**src/rtl/uart_pkg.sv**
```systemverilog
// UART shared definitions: baud selection, baud-rate constants, divisor helper
// and the transmit FSM state encoding. Shared with the receive path.
package uart_pkg;

    typedef enum logic [1:0] {
        BAUD_4800,
        BAUD_9600,
        BAUD_57600,
        BAUD_115200
    } baud_sel_e;

    localparam int unsigned BAUD_RATE_4800   = 4800;
    localparam int unsigned BAUD_RATE_9600   = 9600;
    localparam int unsigned BAUD_RATE_57600  = 57600;
    localparam int unsigned BAUD_RATE_115200 = 115200;

    typedef enum logic [2:0] {
        TX_IDLE,
        TX_START,
        TX_DATA,
        TX_PARITY,
        TX_STOP
    } tx_state_e;

    // Floor divisor from clk to (baud * oversample); oversample = 1 on transmit.
    function automatic int unsigned baud_div(input int unsigned clk_freq,
                                             input int unsigned baud,
                                             input int unsigned oversample);
        return clk_freq / (baud * oversample);
    endfunction

    // Baud rate in Hz for a selection code.
    function automatic int unsigned baud_rate(input baud_sel_e sel);
        int unsigned rate;
        case (sel)
            BAUD_4800:   rate = BAUD_RATE_4800;
            BAUD_9600:   rate = BAUD_RATE_9600;
            BAUD_57600:  rate = BAUD_RATE_57600;
            BAUD_115200: rate = BAUD_RATE_115200;
            default:     rate = BAUD_RATE_4800;
        endcase
        return rate;
    endfunction

endpackage

```
**src/rtl/uart_tx_bit_timer.sv**
```systemverilog
// 1x bit-rate timer for the UART transmitter.
// Ports:
//   clk, rst  - clock, asynchronous active-high reset
//   en        - count enable; counter is held at 0 while low
//   div       - clk cycles per bit
//   bit_tick  - high for one cycle when the count reaches div-1
module uart_tx_bit_timer #(
    parameter int unsigned DIV_W = 12
) (
    input  logic             clk,
    input  logic             rst,
    input  logic             en,
    input  logic [DIV_W-1:0] div,
    output logic             bit_tick
);

    logic [DIV_W-1:0] cnt_q;
    logic [DIV_W-1:0] cnt_d;
    logic             last_c;

    // Count 0..div-1 and wrap; every bit therefore lasts exactly div cycles.
    always_comb begin
        cnt_d  = cnt_q;
        last_c = (cnt_q == (div - DIV_W'(1)));
        if (!en) begin
            cnt_d = '0;
        end else if (last_c) begin
            cnt_d = '0;
        end else begin
            cnt_d = cnt_q + DIV_W'(1);
        end
    end

    assign bit_tick = en && last_c;

    always_ff @(posedge clk or posedge rst) begin
        if (rst) begin
            cnt_q <= '0;
        end else begin
            cnt_q <= cnt_d;
        end
    end

endmodule

```
**src/rtl/uart_tx.sv**
```systemverilog
// UART transmitter: serialises one word per valid/ready handshake as
// start, data (LSB first), optional parity and stop bits.
// Ports:
//   clk, rst  - clock, asynchronous active-high reset
//   sel_baud  - baud select, latched on handshake
//   tx_data   - word to send, sampled on handshake
//   tx_valid  - tx_data valid
//   tx_ready  - high only while idle
//   tx        - registered serial line, idles high
//   tx_busy   - high while a frame is in progress
module uart_tx
    import uart_pkg::*;
#(
    parameter int unsigned CLK_FREQ   = 10_000_000,
    parameter int unsigned DATA_BITS  = 8,
    parameter int unsigned PARITY_EN  = 0,
    parameter int unsigned PARITY_ODD = 0,
    parameter int unsigned STOP_BITS  = 1
) (
    input  logic                 clk,
    input  logic                 rst,
    input  logic [1:0]           sel_baud,
    input  logic [DATA_BITS-1:0] tx_data,
    input  logic                 tx_valid,
    output logic                 tx_ready,
    output logic                 tx,
    output logic                 tx_busy
);

    localparam int unsigned DIV_MAX = baud_div(CLK_FREQ, BAUD_RATE_4800, 1);
    localparam int unsigned DIV_W   = $clog2(DIV_MAX + 1);
    localparam int unsigned BCNT_W  = $clog2(DATA_BITS + 1);

    // Bit period for a baud selection code.
    function automatic logic [DIV_W-1:0] sel_div(input logic [1:0] sel);
        return DIV_W'(baud_div(CLK_FREQ, baud_rate(baud_sel_e'(sel)), 1));
    endfunction

    tx_state_e            state_q,   state_d;
    logic [DATA_BITS-1:0] shreg_q,   shreg_d;
    logic                 parity_q,  parity_d;
    logic [BCNT_W-1:0]    bit_cnt_q, bit_cnt_d;
    logic [DIV_W-1:0]     div_q,     div_d;
    logic                 tx_q,      tx_d;
    logic                 tx_ready_q, tx_ready_d;
    logic                 tx_busy_q,  tx_busy_d;
    logic                 hs_c;
    logic                 bit_tick;

    uart_tx_bit_timer #(
        .DIV_W (DIV_W)
    ) u_bit_timer (
        .clk      (clk),
        .rst      (rst),
        .en       (tx_busy_q),
        .div      (div_q),
        .bit_tick (bit_tick)
    );

    // Next state, datapath and line value; outputs are derived from the next
    // state so tx leaves idle on the handshake edge itself.
    always_comb begin
        state_d   = state_q;
        shreg_d   = shreg_q;
        parity_d  = parity_q;
        bit_cnt_d = bit_cnt_q;
        div_d     = div_q;
        hs_c      = tx_valid && tx_ready_q;

        case (state_q)
            TX_IDLE: begin
                if (hs_c) begin
                    state_d   = TX_START;
                    shreg_d   = tx_data;
                    parity_d  = (^tx_data) ^ (PARITY_ODD != 0);
                    div_d     = sel_div(sel_baud);
                    bit_cnt_d = '0;
                end
            end
            TX_START: begin
                if (bit_tick) begin
                    state_d = TX_DATA;
                end
            end
            TX_DATA: begin
                if (bit_tick) begin
                    shreg_d = shreg_q >> 1;
                    if (bit_cnt_q == BCNT_W'(DATA_BITS - 1)) begin
                        bit_cnt_d = '0;
                        if (PARITY_EN != 0) begin
                            state_d = TX_PARITY;
                        end else begin
                            state_d = TX_STOP;
                        end
                    end else begin
                        bit_cnt_d = bit_cnt_q + BCNT_W'(1);
                    end
                end
            end
            TX_PARITY: begin
                if (bit_tick) begin
                    state_d = TX_STOP;
                end
            end
            TX_STOP: begin
                // bit_cnt is reused to count stop bits
                if (bit_tick) begin
                    if (bit_cnt_q == BCNT_W'(STOP_BITS - 1)) begin
                        bit_cnt_d = '0;
                        state_d   = TX_IDLE;
                    end else begin
                        bit_cnt_d = bit_cnt_q + BCNT_W'(1);
                    end
                end
            end
            default: begin
                state_d = TX_IDLE;
            end
        endcase

        case (state_d)
            TX_START:  tx_d = 1'b0;
            TX_DATA:   tx_d = shreg_d[0];
            TX_PARITY: tx_d = parity_d;
            default:   tx_d = 1'b1;
        endcase

        tx_ready_d = (state_d == TX_IDLE);
        tx_busy_d  = (state_d != TX_IDLE);
    end

    always_ff @(posedge clk or posedge rst) begin
        if (rst) begin
            state_q    <= TX_IDLE;
            shreg_q    <= '0;
            parity_q   <= 1'b0;
            bit_cnt_q  <= '0;
            div_q      <= '0;
            tx_q       <= 1'b1;
            tx_ready_q <= 1'b1;
            tx_busy_q  <= 1'b0;
        end else begin
            state_q    <= state_d;
            shreg_q    <= shreg_d;
            parity_q   <= parity_d;
            bit_cnt_q  <= bit_cnt_d;
            div_q      <= div_d;
            tx_q       <= tx_d;
            tx_ready_q <= tx_ready_d;
            tx_busy_q  <= tx_busy_d;
        end
    end

    assign tx       = tx_q;
    assign tx_ready = tx_ready_q;
    assign tx_busy  = tx_busy_q;

endmodule

```
**config.mk**
```make
export PLATFORM = sky130hd
export DESIGN_NAME = uart_tx
export DESIGN_NICKNAME = d
export VERILOG_FILES = /design/src/rtl/uart_pkg.sv /design/src/rtl/uart_tx_bit_timer.sv /design/src/rtl/uart_tx.sv
export SDC_FILE = /design/constraint.sdc
export NUM_CORES = 1
export LEC_CHECK = 0
export ABC_AREA = 1
export BUFFER_PORTS_ARGS = -buffer_cell sky130_fd_sc_hd__buf_2
export CAP_MARGIN = 20
export CORE_AREA = 2 2 85 87
export CTS_BUF_LIST = sky130_fd_sc_hd__clkbuf_4
export DETAILED_ROUTE_END_ITERATION = 6
export DIE_AREA = 0 0 87 89
export GPL_TIMING_DRIVEN = 1
export HOLD_SLACK_MARGIN = 0.12
export PLACE_DENSITY_LB_ADDON = 0.12
export SETUP_SLACK_MARGIN = 0.15
export SKIP_LAST_GASP = 1
export SLEW_MARGIN = 20
export SYNTH_ARGS = -nofsm -noshare
export SYNTH_HDL_FRONTEND = slang
export SYNTH_SLANG_ARGS = --single-unit
```
**constraint.sdc**
```tcl
create_clock -name clk -period 4.15 [get_ports clk]
set_input_delay 1.245 -clock clk [delete_from_list [all_inputs] [get_ports clk]]
set_output_delay 1.245 -clock clk [all_outputs]
set_load 0.01 [all_outputs]
```
==> results by group <==
Logic synthesis
  – Seq/Total Area, Yosys: 31.9%
  – Flops & latches, synth: 42
  – Synth unique cells: 43
  – Total number of yosys warnings: 0
  – Mapped Cells: 461
  – Async set-reset flop share out of synthesis: 100%
  – Main synth FF type: dfrtp_1
  – Post-synthesis cell area: 3300 um2
  – Post-synth net total: 495
  – Syn Area/Cell: 7.16 um2
  – Post-synth EDFFs: 0

Clocking
  – Clock transition at path regs: 130 ps
  – Clock sink total: 42
  – Hold_buf cts: 0
  – Num CTS Buffers: 5
  – H-tree depth: 2
  – Root buffer cell: clkbuf_4
  – TritonCTS clock tree: built
  – Later-pin clock latency in the skew report: 360 ps
  – Clk buf depth: 2

Finish
  – Layout area overhead: 13.3%
  – ANT cells: 0
  – Final Net Count: 534
  – Most frequent cells in the layout: nand2_1 (84), inv_1 (79), dfrtp_1 (40)
  – Final core occ: 55.6%
  – Fraction of layout cells with a size suffix above 1: 20.8%
  – # fillers: 653
  – Commonest non-fill, non-tap cell in the layout: nand2_1

STA
  – Final Skew: 19.2 ps
  – Max Transition Viols Final: 0
  – RSZ-0062 raised after global routing: false
  – Slew HR: 60.3%
  – Worst-margin pin slew: 593 ps
  – Fmax: 272 MHz
  – Final hold vios: 0
  – Endpoints failing setup: 0
  – Fin crit share: 88.4%
  – Final Worst Setup Slack: 480 ps
  – Fin crit period: 3670 ps

Setup path
  – Cell mode on critical path: nand2_1
  – CP max stage delay: 210 ps
  – Critical Path Slowest Stage Cell: ha_1
  – CP startpoint kind: input port
  – Data arrival, critical path: 3910 ps
  – CP Max Fanout: 8
  – Worst setup EP type: flip-flop
  – Required @ worst endpoint: 4390 ps
  – Crit Path Category: input port to flip-flop

Die
  – Die span in x: 87 um
  – Die area: 7740 um2
  – Ports: 16
  – Row cnt: 30
  – Core ar.: 6720 um2
  – Initial core utilization: 49.1%
  – Die height: 89 um

Detailed routing
  – Avg WL per Cell: 11.8 um
  – Post-DRT Antenna Nets: 0
  – Residual DRC count: 0
  – Pre-Repair DR Iteration Count: 4
  – Post-Route WL: 6830 um
  – Vias per inst: 4.92
  – Initial DRC count: 91
  – Via count: 2,861

Place
  – Final Wtd Congestion: 0.898
  – Port Buffers: 15
  – DP Worst Slack: -73.1 ps
  – Final HPWL DP: 5400 um

Global route
  – Pin count of the biggest net entering global routing: 28
  – Number of global-route vias before repair: 2,788
  – Initial antenna violation count: 0
  – GRT Total Usage: 19.0%
  – First-pass GRT wire length: 11,900 um
  – Grt total ovfl: 0

Flow run
  – Maxcap violations: 0

Worst hold path
  – Hold Crit Class: flip-flop to flip-flop

Pwr
  – Power Total: 0.00186 W
  – Leak Pwr: 1.97 nW
  – Power Dens Cells: 497 nW/um2
  – Maximum vdd drop: 0.000198 V

Run status
  – Outcome: complete, no violations
report_power, final:
| part | internal, W | switching, W |
|---|---|---|
| Clock | 0.000128 | 0.000143 |
| Combinational | 0.000359 | 0.000558 |
| Sequential | 0.000558 | 0.000113 |
| Total | 0.00104 | 0.000814 |
critical path: cells and delay by family:
family	cells	cell delay, ps
and+or+nand+nor	20	1770
buffers and inverters	6	550
adders and majority gates	1	210
AOI/OAI and AO/OA	2	130
registers in the layout (all words and copies together), names as in the netlist:
name,count
u_bit_timer.cnt_q,12
parity_q,1
div_q,11
bit_cnt_q,4
tx,1
shreg_q,8
tx_ready,1
tx_busy,1
state_q,3
final timing paths:
kind	start	endpoint	slack, ps	cells after the start
min in group asynchronous	rst	bit_cnt_q[3]	850	2
worst max-delay path	sel_baud[1]	div_q[2]	480	29
worst min register to register	div_q[11]	div_q[11]	540	2
max in group asynchronous	rst	tx	2560	3
worst min-delay path	div_q[11]	div_q[11]	540	2
worst max register to register	div_q[0]	tx_busy	1200	24
cells in the mapped netlist, drive strengths merged, types with 2 or more instances:
cell type / instances / area (um2)
ha: 21 / 263
buf: 2 / 10.0
a22oi: 2 / 15.0
nor3: 7 / 50.1
xnor2: 7 / 61.3
xor2: 17 / 149
clkbuf: 3 / 11.3
o21ai: 27 / 139
nand3b: 3 / 22.5
nand2: 93 / 372
nand3: 39 / 210
dfstp: 2 / 52.6
inv: 96 / 363
nand4: 8 / 50.1
nor2: 51 / 221
or2: 8 / 50.1
dfrtp: 40 / 1000
and2: 2 / 12.5
a21oi: 11 / 58.8
o211ai: 4 / 30.0
nor4: 3 / 33.8
o221ai: 6 / 52.6
metrics by stage:
step / setup TNS (ps) / cells / cell area [um2] / hold slack (ps)
finish: 0 / 581 / 3740 / 536
global route: 0 / 581 / 3740 / 566
CTS: 0 / 577 / 3670 / 533
detailed placement: -73.1 / 569 / 3590 / 496
global placement: 0 / 569 / 3590 / 493
floorplan: 0 / 461 / 3300 / 463
area by class of cell:
type,instances,area [um2],area share [%]
clock buffers,5,37.5,1.00
clock inverters,3,43.8,1.17
inverters,96,363,9.71
multi-input cells,318,1900,50.8
flip-flops and latches,42,1050,28.2
well taps,80,100,2.68
repair buffers,37,243,6.49
kinds of logic (layout without fill, tap and decap cells):
group | after synthesis | in the layout | share of synthesized area, %
XOR/XNOR | 24 | 24 | 6.37
AO/OA/AOI/OAI | 58 | 58 | 11.0
flip-flops | 42 | 42 | 31.9
adder cells (fa/ha/maj) | 21 | 21 | 7.96
AND/OR/NAND/NOR | 215 | 215 | 31.2
buffers and inverters | 101 | 141 | 11.6
routing by layer:
| layer | global-route usage [%] | share of wire [%] |
|---|---|---|
| met2 | 33.9 | 49 |
| met1 | 23.1 | 48 |
| met3 | 3.05 | 1.6 |
| met5 | 0 | 0 |
| met4 | 6.82 | 1.3 |
what timing repair did:
item                                    4_1_cts  5_1_grt
buffers inserted                              0        4
endpoints found under the setup margin        0        2
gates resized for setup                       0       13
Power figures use the tool's default switching activity.
